**src/rtl/rx_uart.sv**
```systemverilog
// UART receiver: 2-flop synchronized RX line, oversampled mid-bit sampling, 8 data + parity + stop.
// Optional RX_MAJORITY_VOTE_EN: each bit is the majority of three samples around mid-bit.
module rx_uart #(
  parameter int OVERSAMPLE = 16,
  parameter int PARITY_ODD = 0
) (
  input  logic       clk,
  input  logic       reset_n,
  input  logic       sample_tick,
  input  logic       serial_in,
  output logic [7:0] o_data,
  output logic       o_valid,
  output logic       o_parity_err,
  output logic       o_framing_err,
  output logic       o_busy
);

  localparam int CW = $clog2(OVERSAMPLE);
`ifdef RX_MAJORITY_VOTE_EN
  localparam int START_LAST = OVERSAMPLE / 2;
`else
  localparam int START_LAST = OVERSAMPLE / 2 - 1;
`endif
  localparam logic [CW-1:0] START_END = CW'(START_LAST);
  localparam logic [CW-1:0] BIT_END   = CW'(OVERSAMPLE - 1);
  localparam logic          ODD       = (PARITY_ODD != 0);

  typedef enum logic [2:0] {IDLE, START, DATA, PARITY, STOP, WAIT_HIGH} state_e;

  state_e          state_q, state_d;
  logic            rx_meta_q, rx_s_q;
  logic [CW-1:0]   cnt_q, cnt_d;
  logic [2:0]      idx_q, idx_d;
  logic [7:0]      shift_q, shift_d;
  logic            par_q, par_d;
  logic [7:0]      o_data_q, o_data_d;
  logic            o_valid_q, o_valid_d;
  logic            o_parity_err_q, o_parity_err_d;
  logic            o_framing_err_q, o_framing_err_d;
  logic            o_busy_q, o_busy_d;
  logic [CW-1:0]   end_cnt;
  logic            at_end;
  logic            bit_s;

`ifdef RX_MAJORITY_VOTE_EN
  logic v0_q, v0_d, v1_q, v1_d;
`endif

  always_ff @(posedge clk or negedge reset_n) begin
    if (!reset_n) begin
      rx_meta_q       <= 1'b1;
      rx_s_q          <= 1'b1;
      state_q         <= IDLE;
      cnt_q           <= '0;
      idx_q           <= '0;
      shift_q         <= '0;
      par_q           <= 1'b0;
      o_data_q        <= '0;
      o_valid_q       <= 1'b0;
      o_parity_err_q  <= 1'b0;
      o_framing_err_q <= 1'b0;
      o_busy_q        <= 1'b0;
`ifdef RX_MAJORITY_VOTE_EN
      v0_q            <= 1'b1;
      v1_q            <= 1'b1;
`endif
    end else begin
      rx_meta_q       <= serial_in;
      rx_s_q          <= rx_meta_q;
      state_q         <= state_d;
      cnt_q           <= cnt_d;
      idx_q           <= idx_d;
      shift_q         <= shift_d;
      par_q           <= par_d;
      o_data_q        <= o_data_d;
      o_valid_q       <= o_valid_d;
      o_parity_err_q  <= o_parity_err_d;
      o_framing_err_q <= o_framing_err_d;
      o_busy_q        <= o_busy_d;
`ifdef RX_MAJORITY_VOTE_EN
      v0_q            <= v0_d;
      v1_q            <= v1_d;
`endif
    end
  end

  // The decision tick is the last of the samples; with voting the two earlier ticks are latched.
  always_comb begin
    end_cnt = (state_q == START) ? START_END : BIT_END;
    at_end  = sample_tick && (cnt_q == end_cnt);
`ifdef RX_MAJORITY_VOTE_EN
    bit_s = (v0_q & v1_q) | (v0_q & rx_s_q) | (v1_q & rx_s_q);
    v0_d  = v0_q;
    v1_d  = v1_q;
    if (sample_tick && (cnt_q == end_cnt - CW'(2))) v0_d = rx_s_q;
    if (sample_tick && (cnt_q == end_cnt - CW'(1))) v1_d = rx_s_q;
`else
    bit_s = rx_s_q;
`endif
  end

  always_comb begin
    state_d         = state_q;
    cnt_d           = cnt_q;
    idx_d           = idx_q;
    shift_d         = shift_q;
    par_d           = par_q;
    o_data_d        = o_data_q;
    o_valid_d       = 1'b0;
    o_parity_err_d  = o_parity_err_q;
    o_framing_err_d = o_framing_err_q;
    if (sample_tick && !at_end) cnt_d = cnt_q + CW'(1);
    unique case (state_q)
      IDLE: begin
        cnt_d = '0;
        if (sample_tick && !rx_s_q) state_d = START;
      end
      START: if (at_end) begin
        cnt_d = '0;
        idx_d = '0;
        state_d = bit_s ? IDLE : DATA;
      end
      DATA: if (at_end) begin
        cnt_d = '0;
        shift_d[idx_q] = bit_s;
        idx_d = idx_q + 3'd1;
        if (idx_q == 3'd7) state_d = PARITY;
      end
      PARITY: if (at_end) begin
        cnt_d   = '0;
        par_d   = bit_s;
        state_d = STOP;
      end
      STOP: if (at_end) begin
        cnt_d           = '0;
        o_data_d        = shift_q;
        o_parity_err_d  = par_q != ((^shift_q) ^ ODD);
        o_framing_err_d = !bit_s;
        o_valid_d       = 1'b1;
        state_d         = bit_s ? IDLE : WAIT_HIGH;
      end
      WAIT_HIGH: begin
        cnt_d = '0;
        if (sample_tick && rx_s_q) state_d = IDLE;
      end
      default: state_d = IDLE;
    endcase
  end

  always_comb begin
    o_busy_d = (state_q != IDLE);
  end

  assign o_data        = o_data_q;
  assign o_valid       = o_valid_q;
  assign o_parity_err  = o_parity_err_q;
  assign o_framing_err = o_framing_err_q;
  assign o_busy        = o_busy_q;

endmodule

```
**config.mk**
```make
export PLATFORM = sky130hd
export DESIGN_NAME = rx_uart
export DESIGN_NICKNAME = d
export VERILOG_FILES = /design/src/rtl/rx_uart.sv
export SDC_FILE = /design/constraint.sdc
export NUM_CORES = 1
export LEC_CHECK = 0
export ABC_AREA = 1
export CORE_MARGIN = 5
export CORE_UTILIZATION = 50
export CTS_CLUSTER_DIAMETER = 40
export DETAILED_ROUTE_END_ITERATION = 10
export PLACE_DENSITY = 0.81
export SYNTH_ARGS = -nofsm -noshare
export SYNTH_HDL_FRONTEND = slang
export SYNTH_SLANG_ARGS = --single-unit
export TNS_END_PERCENT = 50
```
**constraint.sdc**
```tcl
create_clock -name clk -period 3.1 [get_ports clk]
set_input_delay 0.465 -clock clk [delete_from_list [all_inputs] [get_ports clk]]
set_output_delay 0.465 -clock clk [all_outputs]
set_load 0.02 [all_outputs]
```
==> metrics.yaml, run 1 <==
hold_buffers: 0
routedWlPerCell_microns: 10.9
multiInputGateArea_sq_um: 813
vias_per_cell: 5.04
synth_nets: 234
gp_congestion: 0.895
final-hold-violation-count: 0
syn_area_sq_mm: 0.00177
drtIter0Drc: 107
start_util: 0.522
path_buf_inv: 1
clk_latency_ns: 0.34
drc: 0
timing.fmax_mhz: 527
synth_warnings: 0
crit_fanout: 11
synthTopCellsByArea: "dfrtp_1 (44%), nand2_1 (18%), nand3_1 (8.2%), inv_1 (5.5%), o21ai_2 (3.5%)"
drive_above_1_share: 0.0972
die_w_microns: 69.5
synth_seq_cells: 33
clkPwrFrac: 0.239
routed_wl_microns: 3190
cts-resized-gates: 0
combPwrFrac: 0.271
switchingPower_uw: 377
worstSetupPathType: "register to register"
cp.required_ns: 3.37
worstMarginPinSlew_ns: 0.641
p_seq_frac: 0.490
ir_drop_uv: 288
dieArea_sq_mm: 0.00483
nets: 253
r2r_slack_ns: 1.20
seqCellArea_sq_um: 828
p_sw_frac: 0.359
worstPathCellList: "inv_1 > nand3_2 > nand2_2 > nand4_1 > nor2_1 > nand3_1 > nand2_1"
cap_violations: 0
top_level_ports: 16
areaGrowthSynthToFinish_pct: 13.9
grt_max_degree: 34
rows: 21
diodes: 0
synth_area_leader_cell: "dfrtp_1"
grt_overflow_total: 0
hpwl_microns: 2260
slowest_delay_ns: 0.55
internal-power_uw: 674
die_h_microns: 69.5
end_kind: "register"
period_share: 0.612
cts_buffer_depth: 2
clkTransAtPathRegs_ns: 0.10
htreeDepth: 2
first_global_vias: 1315
hold_ws_ns: 0.364
grt_pass1_wl_microns: 5690
ys_seq_area_frac: 0.468
dpl-instance-area_sq_mm: 0.00196
tritoncts: "yes"
port_buffers: 15
synth_top_area_share: 0.438
crit_arrival_ns: 2.17
vias: 1476
antenna_found_initial: 0
rsz0062_at_grt: "false"
syn_inst: 227
cts-root-buf: "clkbuf_4"
detail-route-antenna-nets: 0
power.density_mw_per_mm2: 521
finish.instance_area_sq_mm: 0.00202
start_kind: "register"
cts.sinks: 33
cts_setup_buffers: 0
core-area_sq_mm: 0.00339
synth_cell_types: 27
maxSlewViolCount: 0
fillCellCount: 284
hp-class: "register to register"
setup-violations-final: 0
cts_made_buffers: 5
status: "finished clean"
dr.pass1.iters: 4
fin_tns_setup_ns: 0
period_needed_ns: 1.90
fin_worst_skew_ns: 0.00806
power_leakage_nw: 1.05
slowest_stage: "nor2_1"
avgSynthCellArea_sq_um: 7.80
critPathTopFamily: "simple AND/OR/NAND/NOR gates"
grt_use_total: 0.143
maxSlewHeadroom: 0.571
## placed cells by master (no fill, tap or decap)
master           instances
clkbuf_1                 2
nand3_1                 29
nor2_1                  13
clkdlybuf4s50_1         15
o21bai_1                 1
nand2_1                 87
xor2_1                   2
nand2_2                  1
dfstp_2                  2
clkbuf_8                 1
nand2_4                  1
inv_2                    1
nand3b_1                 2
nand3_4                  1
inv_1                   26
clkbuf_4                 5
a21oi_1                  3
nor3_4                   1
dfrtp_1                 31
ha_1                     3
o21ai_0                  6
nor3_2                   1
nand3_2                  1
buf_4                    1
nand4_1                  2
nor3_1                   1
o21ai_2                  7
nor2_8                   1
## state kept, by name (all words and copies together), names as in the netlist, 3 cells and up
name and count:
shift_q 8, state_q 3, cnt_q 4, idx_q 3, o_data 8
## metrics by stage
stage	power (mW)	setup WS (ns)	std cells	util
floorplan	0.732	1.63	227	-
global placement	0.800	0.955	285	0.578
detailed placement	0.805	0.904	285	0.578
CTS	1.05	1.19	293	0.595
global route	1.13	0.885	293	0.595
finish	1.05	1.20	293	0.595
## layer usage
| layer | part of all wire | GRT usage |
|---|---|---|
| met5 | 0 | 0 |
| met4 | 0.020 | 0.0521 |
| met3 | 0.040 | 0.0391 |
| met2 | 0.47 | 0.237 |
| met1 | 0.47 | 0.178 |
## cell type report
cell class | count | share of cell area
Clock buffer | 8 | 0.0292
Tap cell | 46 | 0.0285
Timing Repair Buffer | 16 | 0.0782
Multi-Input combinational cell | 163 | 0.403
Sequential cell | 33 | 0.411
Inverter | 27 | 0.0502
## power groups by stage
stage                     combinational [mW]  clock [mW]  sequential (mW)
after global routing                   0.328       0.283            0.520
final                                  0.285       0.251            0.515
after detailed placement               0.283           0            0.522
after floorplan                        0.211           0            0.520
after CTS                              0.284       0.255            0.514
after global placement                 0.280           0            0.521
## synthesized netlist by cell type (all sizes together)
library cell	count
nor2	14
nand4	2
xor2	2
nand3b	2
o21ai	13
dfrtp	31
clkbuf	1
inv	27
nand3	31
buf	3
o21bai	1
nor3	3
nand2	89
dfstp	2
a21oi	3
ha	3
## worst paths after layout
kind | startpoint | to | depth (start not counted)
max reg2reg | state_q[2]$_DFFE_PN0P_ | shift_q[4]$_DFFE_PN0P_ | 7
min | rx_meta_q$_DFF_PN1_ | bit_s$_DFF_PN1_ | 0
min reg2reg | rx_meta_q$_DFF_PN1_ | bit_s$_DFF_PN1_ | 0
min in group asynchronous | reset_n | state_q[2]$_DFFE_PN0P_ | 2
max in group asynchronous | reset_n | bit_s$_DFF_PN1_ | 2
max | state_q[2]$_DFFE_PN0P_ | shift_q[4]$_DFFE_PN0P_ | 7
## cell families (layout without fill, tap and decap cells)
family / after synthesis / in the layout / share of synthesized area
AO/OA/AOI/OAI: 17 / 17 / 0.0643
flip-flops: 33 / 33 / 0.468
adder cells (fa/ha/maj): 3 / 3 / 0.0212
buffers and inverters: 31 / 51 / 0.0728
XOR/XNOR: 2 / 2 / 0.00990
AND/OR/NAND/NOR: 141 / 141 / 0.364
No activity file was read; power rests on OpenSTA's default activity.
==> inputs of run 2 (changes only) <==
--- a/config.mk
+++ b/config.mk
@@ -10,7 +10,7 @@
 export CORE_UTILIZATION = 50
 export CTS_CLUSTER_DIAMETER = 40
 export DETAILED_ROUTE_END_ITERATION = 10
-export PLACE_DENSITY = 0.81
+export PLACE_DENSITY = 0.84
 export SYNTH_ARGS = -nofsm -noshare
 export SYNTH_HDL_FRONTEND = slang
 export SYNTH_SLANG_ARGS = --single-unit
==> constraint.sdc (replaced) <==
create_clock -name clk -period 1.71 [get_ports clk]
set_input_delay 0.2565 -clock clk [delete_from_list [all_inputs] [get_ports clk]]
set_output_delay 0.2565 -clock clk [all_outputs]
set_load 0.02 [all_outputs]
==> metrics.yaml, run 2 (same netlist as run 1, synthesis figures left out) <==
grt_max_degree: 34
crit_fanout: 17
die_w_microns: 69.5
combPwrFrac: 0.262
start_kind: "register"
grt_pass1_wl_microns: 5710
layout_commonest_cell: "nand2_1"
hold_ws_ns: 0.304
fin_tns_setup_ns: 0
start_util: 0.522
detail-route-antenna-nets: 0
cap_violations: 0
tritoncts: "yes"
rsz0062_at_grt: "false"
worstMarginPinSlew_ns: 0.408
hpwl_microns: 2400
end_kind: "register"
dieArea_sq_mm: 0.00483
cts.sinks: 33
power_leakage_nw: 1.08
clkTransAtPathRegs_ns: 0.10
slowest_stage: "dfrtp_1"
fin_worst_skew_ns: 0.00690
worstPathCellList: "inv_2 > nand3_2 > nand2_2 > nand3_4 > nor2_8 > nand2_4 > nand2_1 > o21ai_2"
htreeDepth: 2
finalPower_mw: 2.08
gp_congestion: 0.837
worst_r2r_path_depth: 8
maxUsedRoutingLayer: "met4"
diodes: 0
hold_buffers: 0
drive_above_1_share: 0.116
setup-violations-final: 0
crit_path_start: "state_q[1]$_DFFE_PN0P_"
cts-root-buf: "clkbuf_4"
critPathCapture: "o_data[4]$_DFFE_PN0P_"
period_share: 0.915
drc: 0
wl_met2_microns: 1470
maxSlewHeadroom: 0.728
cp.required_ns: 1.94
hp-class: "primary input to async pin"
wl_met1_microns: 1500
regToRegEndpoint: "o_data[4]$_DFFE_PN0P_"
top_level_ports: 16
p_seq_frac: 0.446
worstSetupPathType: "register to register"
internal-power_mw: 1.38
final-hold-violation-count: 0
clk_latency_ns: 0.34
switchingPower_uw: 695
drtIter0Drc: 69
cts_buffer_depth: 2
routed_wl_microns: 3220
period_needed_ns: 1.56
core-area_sq_mm: 0.00339
nets: 256
power.density_mw_per_mm2: 1010
cts_setup_buffers: 0
vias_per_cell: 5.00
areaGrowthSynthToFinish_pct: 16.7
timing.fmax_mhz: 639
r2r-start: "state_q[1]$_DFFE_PN0P_"
dr_wl_met3_microns: 166
vias: 1480
r2r_slack_ns: 0.15
antenna_found_initial: 0
die_h_microns: 69.5
rows: 21
fillCellCount: 281
grt_use_total: 0.146
cts-resized-gates: 0
dr.pass1.iters: 4
status: "finished clean"
port_buffers: 15
slowest_delay_ns: 0.48
mostFrequentLayoutCells: "nand2_1 (87), dfrtp_1 (30), nand3_1 (29), inv_1 (26), clkdlybuf4s50_1 (15)"
maxSlewViolCount: 0
crit_arrival_ns: 1.80
p_sw_frac: 0.334
critPathTopFamily: "simple AND/OR/NAND/NOR gates"
clkPwrFrac: 0.292
fin_util: 0.610
worst-path-stages: 8
first_global_vias: 1369
grt_overflow_total: 0
path_buf_inv: 1
routedWlPerCell_microns: 10.9
ir_drop_uv: 669
cts_made_buffers: 5
## run 2: worst min-delay path by stage
stage	endpoint	slack [ns]	cells after the start	from
floorplan	cnt_q[0]$_DFF_PN0_	-0.04	0	reset_n
global route	rx_meta_q$_DFF_PN1_	0.29	1	serial_in
finish	state_q[0]$_DFFE_PN0P_	0.30	2	reset_n
global placement	bit_s$_DFF_PN1_	0.35	0	rx_meta_q$_DFF_PN1_
detailed placement	bit_s$_DFF_PN1_	0.35	0	rx_meta_q$_DFF_PN1_
CTS	rx_meta_q$_DFF_PN1_	0.31	1	serial_in
## run 2: area by class of cell
cell class                 count  area, sq um  share of cell area
clock buffer                   7         55.1              0.0266
clock inverter                 1         30.0              0.0145
inverter                      27          101              0.0490
multi-input combinational    163          813               0.393
sequential                    33          830               0.401
tap                           46         57.6              0.0278
timing repair buffer          19          180              0.0872
## run 2: per-stage QoR
stage / instance area, sq um / setup slack [ns] / cells
2_1_floorplan: 1770 / 0.240 / 227
3_3_place_gp: 1980 / 0.132 / 288
3_5_place_dp: 1980 / 0.111 / 288
4_1_cts: 2070 / 0.126 / 296
5_1_grt: 2070 / 0.0175 / 296
6_report: 2070 / 0.145 / 296
## run 2: per-layer routing
layer  GRT usage  vias up
li1            -      770
met4      0.0651        0
met3      0.0449        9
met1       0.177      669
met5           0        -
met2       0.237       32
## run 2: power groups by stage
stage / sequential, mW / combinational, mW / clock [mW]
final: 0.927 / 0.546 / 0.607
after detailed placement: 0.939 / 0.542 / 0
after CTS: 0.923 / 0.546 / 0.627
after global placement: 0.934 / 0.527 / 0
after floorplan: 0.943 / 0.383 / 0
after global routing: 0.939 / 0.616 / 0.652
==> inputs of run 3 (changes only) <==
--- a/config.mk
+++ b/config.mk
@@ -6,6 +6,7 @@
 export NUM_CORES = 1
 export LEC_CHECK = 0
 export ABC_AREA = 1
+export CAP_MARGIN = 0
 export CORE_MARGIN = 5
 export CORE_UTILIZATION = 50
 export CTS_CLUSTER_DIAMETER = 40
==> results of run 3 <==
No change in the layout: final DEF, timing and power equal those of run 2.
